`src/rtl/fmc_timer_tx.sv`:
```
// FMC timing-link transmitter: keeps master UTC seconds and 8 ns ticks, and
// sends a start/guard/40-bit-UTC frame on fmc_tm_serial at every second boundary.
//
// state | meaning
// IDLE  | line low, waiting for a wrap edge with enable high
// START | start bit (line high), coincident with the first pps_o cycle
// GUARD | guard bit (line low)
// DATA  | 40 UTC bits, MSB first, shifted out of the frozen shadow word
module fmc_timer_tx #(
  parameter int unsigned CYCLES_PER_SEC = 125000000,
  parameter int unsigned PPS_WIDTH      = 500
) (
  input  logic        fmc_clk,
  input  logic        rst,
  input  logic        enable,
  input  logic        utc_load,
  input  logic [39:0] utc_load_value,
  output logic        fmc_tm_serial,
  output logic        pps_o,
  output logic [39:0] timer_utc,
  output logic [27:0] timer_8ns,
  output logic        tx_busy,
  output logic        frame_done
);

  localparam logic [27:0] TICK_MAX = 28'(CYCLES_PER_SEC - 1);
  localparam logic [27:0] PPS_W    = 28'(PPS_WIDTH);
  localparam logic [5:0]  LAST_BIT = 6'd39;

  typedef enum logic [1:0] {IDLE, START, GUARD, DATA} state_t;

  state_t      state;
  logic        running;
  logic [39:0] shadow;
  logic [5:0]  bit_cnt;

  logic        wrap;
  logic [27:0] tick_next;
  logic [39:0] utc_next;

  // A load on the wrap edge replaces the increment rather than adding to it.
  always_comb begin
    wrap      = (timer_8ns == TICK_MAX);
    tick_next = wrap ? 28'd0 : timer_8ns + 28'd1;
    if (utc_load) begin
      utc_next = utc_load_value;
    end else if (wrap) begin
      utc_next = timer_utc + 40'd1;
    end else begin
      utc_next = timer_utc;
    end
  end

  always_ff @(posedge fmc_clk) begin
    if (rst) begin
      state         <= IDLE;
      running       <= 1'b0;
      shadow        <= '0;
      bit_cnt       <= '0;
      timer_8ns     <= '0;
      timer_utc     <= '0;
      fmc_tm_serial <= 1'b0;
      pps_o         <= 1'b0;
      tx_busy       <= 1'b0;
      frame_done    <= 1'b0;
    end else begin
      timer_8ns  <= tick_next;
      timer_utc  <= utc_next;
      frame_done <= 1'b0;
      if (wrap) begin
        running <= 1'b1;
      end
      // pps follows the next-cycle tick so it lines up with the start bit.
      pps_o <= (running || wrap) && (tick_next < PPS_W);

      case (state)
        IDLE: begin
          fmc_tm_serial <= 1'b0;
          if (wrap && enable) begin
            state         <= START;
            shadow        <= utc_next;
            fmc_tm_serial <= 1'b1;
            tx_busy       <= 1'b1;
          end
        end
        START: begin
          state         <= GUARD;
          fmc_tm_serial <= 1'b0;
        end
        GUARD: begin
          state         <= DATA;
          bit_cnt       <= '0;
          fmc_tm_serial <= shadow[39];
          shadow        <= {shadow[38:0], 1'b0};
        end
        DATA: begin
          if (bit_cnt == LAST_BIT) begin
            state         <= IDLE;
            fmc_tm_serial <= 1'b0;
            tx_busy       <= 1'b0;
            frame_done    <= 1'b1;
          end else begin
            bit_cnt       <= bit_cnt + 6'd1;
            fmc_tm_serial <= shadow[39];
            shadow        <= {shadow[38:0], 1'b0};
          end
        end
        default: begin
          state         <= IDLE;
          fmc_tm_serial <= 1'b0;
          tx_busy       <= 1'b0;
        end
      endcase
    end
  end

endmodule

```
`config.mk`:
```
export PLATFORM = sky130hd
export DESIGN_NAME = fmc_timer_tx
export DESIGN_NICKNAME = d
export VERILOG_FILES = /design/src/rtl/fmc_timer_tx.sv
export SDC_FILE = /design/constraint.sdc
export NUM_CORES = 1
export LEC_CHECK = 0
export CORE_ASPECT_RATIO = 0.5
export CORE_MARGIN = 2
export CORE_UTILIZATION = 54
export CTS_BUF_LIST = sky130_fd_sc_hd__clkbuf_16
export CTS_CLUSTER_SIZE = 10
export DETAILED_ROUTE_END_ITERATION = 16
export PLACE_DENSITY = 0.88
export SYNTH_ARGS = -nofsm -noshare
export SYNTH_HDL_FRONTEND = slang
export SYNTH_SLANG_ARGS = --single-unit
```
`constraint.sdc`:
```
create_clock -name fmc_clk -period 3.09 [get_ports fmc_clk]
set_input_delay 0.618 -clock fmc_clk [delete_from_list [all_inputs] [get_ports fmc_clk]]
set_output_delay 0.618 -clock fmc_clk [all_outputs]
set_load 0.05 [all_outputs]
```
==> results of run 1 <==
==> cells in the mapped netlist (all sizes together) (13+ instances only) <==
cell    count
nand4      25
nand2      78
dfxtp     121
a31oi      14
nor3       30
xnor2      23
clkbuf     48
inv        21
buf        14
a211oi     13
a21oi      73
nor4       32
nor2       82
o21ai      54
xor2       25
nand3      35
a221oi     13
==> power by group <==
| group | internal, mW | leakage, nW | total (mW) | switching, mW |
|---|---|---|---|---|
| Combinational | 0.191 | 1.91 | 0.485 | 0.294 |
| Clock | 1.33 | 0.300 | 2.09 | 0.752 |
| Sequential | 1.60 | 0.985 | 1.66 | 0.0601 |
==> tightest hold or removal path: cells and delay by family, from the launching register on <==
| family | cells | cell delay, ns |
|---|---|---|
| AOI/OAI and AO/OA | 1 | 0.05 |
| DFF | 1 | 0.32 |
| and+or+nand+nor | 1 | 0.06 |
==> final cells by class <==
type | count | area [sq um]
inverters | 22 | 82.6
repair buffers | 149 | 1430
multi-input cells | 642 | 3930
fillers | 894 | 3240
flip-flops and latches | 121 | 2420
clock inverters | 15 | 184
clock buffers | 17 | 425
well taps | 165 | 206
==> path summary, 6_finish.rpt <==
check                                     end  slack [ns]         start  cells after the start
worst min register to register      shadow[0]        0.48     shadow[0]                      2
worst max register to register  timer_utc[34]        0.11  timer_8ns[0]                      7
worst min-delay path                shadow[0]        0.48     shadow[0]                      2
worst max-delay path            timer_utc[34]        0.11  timer_8ns[0]                      7
==> cell families after synthesis <==
| kind of cell | Yosys count | synth area share (%) |
|---|---|---|
| and+or+nand+nor | 357 | 28.2 |
| AOI/OAI and AO/OA | 217 | 20.7 |
| DFF | 121 | 36.4 |
| buffers and inverters | 84 | 5.04 |
| xor gates and xnor gates | 48 | 6.31 |
| muxes | 13 | 2.12 |
| adders and majority gates | 7 | 1.32 |
==> registers in the layout (all words and copies together), names as in the netlist, 2 cells and up <==
name / count
bit_cnt: 6
timer_utc: 40
timer_8ns: 28
state: 2
shadow: 40
==> timing repair <==
item,in CTS,in global routing
setup endpoints to repair,0,15
endpoints found under the hold margin,0,0
gates resized for setup,0,5
==> per-stage QoR <==
stage,util (%),total power [mW],std cells,worst slack (ns)
4_1_cts,72.6,4.21,1131,0.0610
3_3_place_gp,67.5,2.15,1099,0.189
2_1_floorplan,-,1.97,847,0.125
5_1_grt,72.8,4.32,1131,0.0159
6_report,72.8,4.23,1131,0.114
3_5_place_dp,67.5,2.16,1099,0.0920
==> per-layer routing <==
metal | vias to the layer above | track usage [%] | wire length [um]
met5 | - | 0 | 0
met3 | 85 | 7.59 | 2150
met4 | 0 | 14.1 | 639
li1 | 3339 | - | -
met2 | 490 | 55.3 | 9980
met1 | 3457 | 40.9 | 8700
==> results.py, run 1 <==
metrics = {
    "clocking": {
        "cts_buffer_depth": 2,
        "htree_levels": 4,
        "clock-root-buffer": "clkbuf_16",
        "cts_tree": "done",
        "postCtsSetupRepairBufs": 0,
        "clk_latency_ns": 0.43,
        "cts_hold_buf": 0,
        "numCtsBuffers": 17,
        "path_clk_slew_ns": 0.06,
        "cts.sinks": 121,
    },
    "synth": {
        "syn_area_sq_mm": 0.00666,
        "ys_seq_area_share_pct": 36.4,
        "synth_seq_cells": 121,
        "avgSynthCellArea_sq_um": 7.86,
        "synth_edf_count": 0,
        "syn_nets": 898,
        "synth_cell_type_count": 68,
        "synth_top_area_share_pct": 36.4,
        "syn_inst": 847,
        "synth-async-reset-ratio_pct": 0,
        "synthFlopType": "dfxtp_1",
        "yosys.area.top_type": "dfxtp_1",
        "yosysWarnings": 0,
        "synth.top_cells.by_area": "dfxtp_1 (36%), a21oi_1 (5.5%), nor2_1 (4.6%)",
    },
    "critical_path": {
        "cp_top_family": "simple AND/OR/NAND/NOR gates",
        "cp_cell_sequence": "ha_2 -> nand3_2 -> or4_4 -> or4_1 -> o31a_1 -> nor3_1 -> a211oi_1",
        "slowest_stage": "or4_1",
        "critPathCaptureType": "register",
        "critPathBufInv": 0,
        "path_class": "reg -> reg",
        "path_max_fanout": 8,
        "critical_path.max_stage_delay_ns": 0.77,
        "required_ns": 3.36,
        "startpoint_type": "register",
        "crit_arrival_ns": 3.25,
    },
    "timing": {
        "hold_ws_ns": 0.476,
        "finalSetupTns_ns": 0,
        "clock-skew-final_ns": 0.00774,
        "slew_headroom_pct": 54.8,
        "layout_min_cycle_time_ns": 2.98,
        "setup_viol": 0,
        "fmax_mhz": 336,
        "timing_hold_violations_final": 0,
        "worst_pin_slew_ns": 0.678,
        "rsz0062_at_grt": "no",
        "slew_viol_final": 0,
        "finalCritPeriodShare_pct": 96.3,
    },
    "final_layout": {
        "fin_nets": 1004,
        "drive_gt1_share_pct": 9.11,
        "final_area_sq_mm": 0.00867,
        "mostFrequentLayoutCell": "dfxtp_1",
        "layout_common_cells": "dfxtp_1 (119), clkdlybuf4s50_1 (113), nor2_1 (81)",
        "area_growth_pct": 30.3,
        "antenna_cells": 0,
    },
    "grt": {
        "grt_max_degree": 76,
        "grt_usage_pct": 32.7,
        "grt_first_pass_wirelength_um": 34500,
        "first_global_vias": 6903,
        "antenna_found_initial": 0,
        "grt_overflow": 0,
    },
    "routing": {
        "ant_nets": 0,
        "via_per_inst": 6.52,
        "drt-total-wl_um": 21500,
        "drc": 0,
        "dr.pass1.iters": 6,
        "vias": 7371,
        "wl_per_cell_um": 19.0,
        "drt_iter0_markers": 1001,
    },
    "die": {
        "start_util_pct": 55.9,
        "core.rowCount": 28,
        "die_w_um": 161,
        "core_sq_mm": 0.0119,
        "ioPinCount": 116,
        "die_y_um": 82.5,
        "die_area_sq_mm": 0.0133,
    },
    "placed_design": {
        "dp_hpwl_um": 13800,
        "place_area_sq_mm": 0.00804,
        "place_congestion": 0.925,
        "port-buffer-count": 115,
    },
    "power_and_ir_drop": {
        "leakage_nw": 3.19,
        "irDropWorstVdd_mv": 0.283,
        "power_density_mw_per_mm2": 488,
    },
    "job": {
        "drv_cap": 0,
    },
    "status": {
        "status": "finished, final reports clean",
    },
    "hold_path": {
        "min_path_type": "reg -> reg",
    },
}
Power figures use the tool's default switching activity.
==> inputs of run 2 (changes only) <==
Settings changed: CORE_ASPECT_RATIO 0.5 to 1.4.
==> run 2 against run 1 <==
Non-clock buffer count rose by 1. Wire length fell by 4.4%. Critical path depth rose by 2. Maximum frequency rose by 4.3%. Clock skew barely moved. Power fell by 3.2%. Combinational power fell by 1%. Clock power fell by 6%. Critical endpoint is now shadow[33]. Largest power group unchanged.
==> results.py, run 2 (synthesis gave the netlist of run 1 again) <==
metrics = {
    "die": {
        "ioPinCount": 116,
        "core_sq_mm": 0.0122,
        "start_util_pct": 54.6,
        "core.rowCount": 48,
        "die_w_um": 97.9,
        "die_area_sq_mm": 0.0132,
        "die_y_um": 135,
    },
    "critical_path": {
        "cp-endpoint": "shadow[33]",
        "path_class": "reg -> reg",
        "crit_arrival_ns": 3.15,
        "startpoint_type": "register",
        "r2r_slack_ns": 0.24,
        "critPathCaptureType": "register",
        "worstReg2RegEnd": "shadow[33]",
        "r2r_cells": 9,
        "timing.rr.start": "timer_8ns[0]",
        "crit_path_start": "timer_8ns[0]",
        "path_max_fanout": 22,
        "required_ns": 3.39,
    },
    "power_and_ir_drop": {
        "power_density_mw_per_mm2": 476,
        "irDropWorstVdd_mv": 0.363,
        "leakage_nw": 3.17,
    },
    "timing": {
        "finalSetupTns_ns": 0,
        "rsz0062_at_grt": "no",
        "finalCritPeriodShare_pct": 92.3,
        "setup_viol": 0,
        "layout_min_cycle_time_ns": 2.85,
        "timing_hold_violations_final": 0,
        "worst_pin_slew_ns": 0.643,
        "clock-skew-final_ns": 0.00780,
        "worst_slack_ns": 0.237,
        "slew_viol_final": 0,
        "slew_headroom_pct": 57.1,
        "fmax_mhz": 350,
    },
    "clocking": {
        "numCtsBuffers": 17,
        "cts_buffer_depth": 2,
        "postCtsSetupRepairBufs": 0,
        "clk_latency_ns": 0.42,
        "cts_tree": "done",
        "clock-root-buffer": "clkbuf_16",
        "cts.sinks": 121,
        "path_clk_slew_ns": 0.05,
        "cts_resized": 0,
        "cts_hold_buf": 0,
        "htree_levels": 4,
    },
    "routing": {
        "ant_nets": 0,
        "drt_iter0_markers": 631,
        "drc": 0,
        "vias": 7215,
        "dr.pass1.iters": 6,
        "wl_per_cell_um": 18.4,
        "drt-total-wl_um": 20500,
        "via_per_inst": 6.46,
    },
    "job": {
        "drv_cap": 0,
    },
    "final_layout": {
        "drive_gt1_share_pct": 8.58,
        "final_area_sq_mm": 0.00860,
        "multi_input_area_sq_mm": 0.00391,
        "final_util_pct": 70.5,
        "fin_nets": 1005,
        "mostFrequentLayoutCell": "dfxtp_1",
        "seq_area_sq_mm": 0.00242,
        "reg_top3": "shadow: 40 flops, timer_utc: 40 flops, timer_8ns: 28 flops",
        "area_growth_pct": 29.2,
        "antenna_cells": 0,
        "fillCellCount": 937,
        "layout_common_cells": "dfxtp_1 (119), clkdlybuf4s50_1 (113), nor2_1 (82)",
    },
    "placed_design": {
        "post-place-ws_ns": 0.262,
        "place_congestion": 0.951,
        "dp_hpwl_um": 13700,
        "place_area_sq_mm": 0.00803,
        "port-buffer-count": 115,
    },
    "grt": {
        "grt_usage_pct": 30.2,
        "grt_max_degree": 60,
        "grt_overflow": 0,
        "first_global_vias": 6637,
        "antenna_found_initial": 0,
        "grt_first_pass_wirelength_um": 32600,
    },
    "hold_path": {
        "min_path_type": "reg -> reg",
    },
    "status": {
        "status": "finished, final reports clean",
    },
}
-- run 2: cell types whose count changed in the layout (fill, tap and decap cells not counted) --
| cell | delta |
|---|---|
| ha_1 | +1 |
| or4_4 | -1 |
| clkinv_2 | +1 |
| bufinv_16 | -1 |
| inv_1 | +3 |
| buf_6 | -1 |
| nor2_1 | +1 |
| buf_4 | +2 |
| clkinv_4 | -3 |
| ha_2 | -1 |
| nor2_2 | -1 |
| nor4_2 | +1 |
| nor4_4 | -1 |
| or4_1 | +1 |
-- run 2: final cells by class --
type | count | area share (%)
clock buffers | 17 | 4.95
clock inverters | 15 | 1.67
well taps | 150 | 2.18
flip-flops and latches | 121 | 28.2
multi-input cells | 642 | 45.4
repair buffers | 150 | 16.6
inverters | 22 | 0.960
-- run 2: metrics by stage --
step | cells | power (mW) | hold WS, ns
2_1_floorplan | 847 | 1.97 | 0.432
3_3_place_gp | 1085 | 2.16 | 0.444
3_5_place_dp | 1085 | 2.16 | 0.446
4_1_cts | 1117 | 4.09 | 0.484
5_1_grt | 1117 | 4.20 | 0.506
6_report | 1117 | 4.10 | 0.485
-- run 2: power breakdown --
group          switching, mW  internal (mW)
logic                  0.289          0.191
registers             0.0610           1.60
clock network          0.718           1.24
total                   1.07           3.03
-- run 2: how the worst min path moves through the flow --
stage	from	endpoint	slack, ns	cells after the start
after CTS	shadow[30]	shadow[30]	0.48	2
final	bit_cnt[2]	bit_cnt[2]	0.48	1
after floorplan	shadow[0]	shadow[0]	0.43	2
after detailed placement	shadow[0]	shadow[0]	0.45	2
after global routing	running	running	0.51	2
after global placement	shadow[0]	shadow[0]	0.44	2
-- run 2: critical path: stages (launching register included) --
cell     delay [ns]
dfxtp_2        0.39
ha_1           0.27
nand3_2        0.10
or4_1          0.57
buf_4          0.25
nor4_4         0.31
buf_4          0.21
mux2_2         0.35
o21ai_0        0.17
a21oi_1        0.10
-- run 2: per-layer routing --
layer,track usage [%],vias to the layer above,share of wire [%]
met5,0,-,0
met4,17.1,0,4.4
met3,5.26,81,8.4
met2,51.6,445,49
met1,35.7,3361,38
li1,-,3328,-
==> inputs of run 3 (changes only) <==
Settings changed: SKIP_CTS_REPAIR_TIMING from default to 1.
==> results of run 3 <==
Final layout, timing and power as in run 2 (identical DEF).
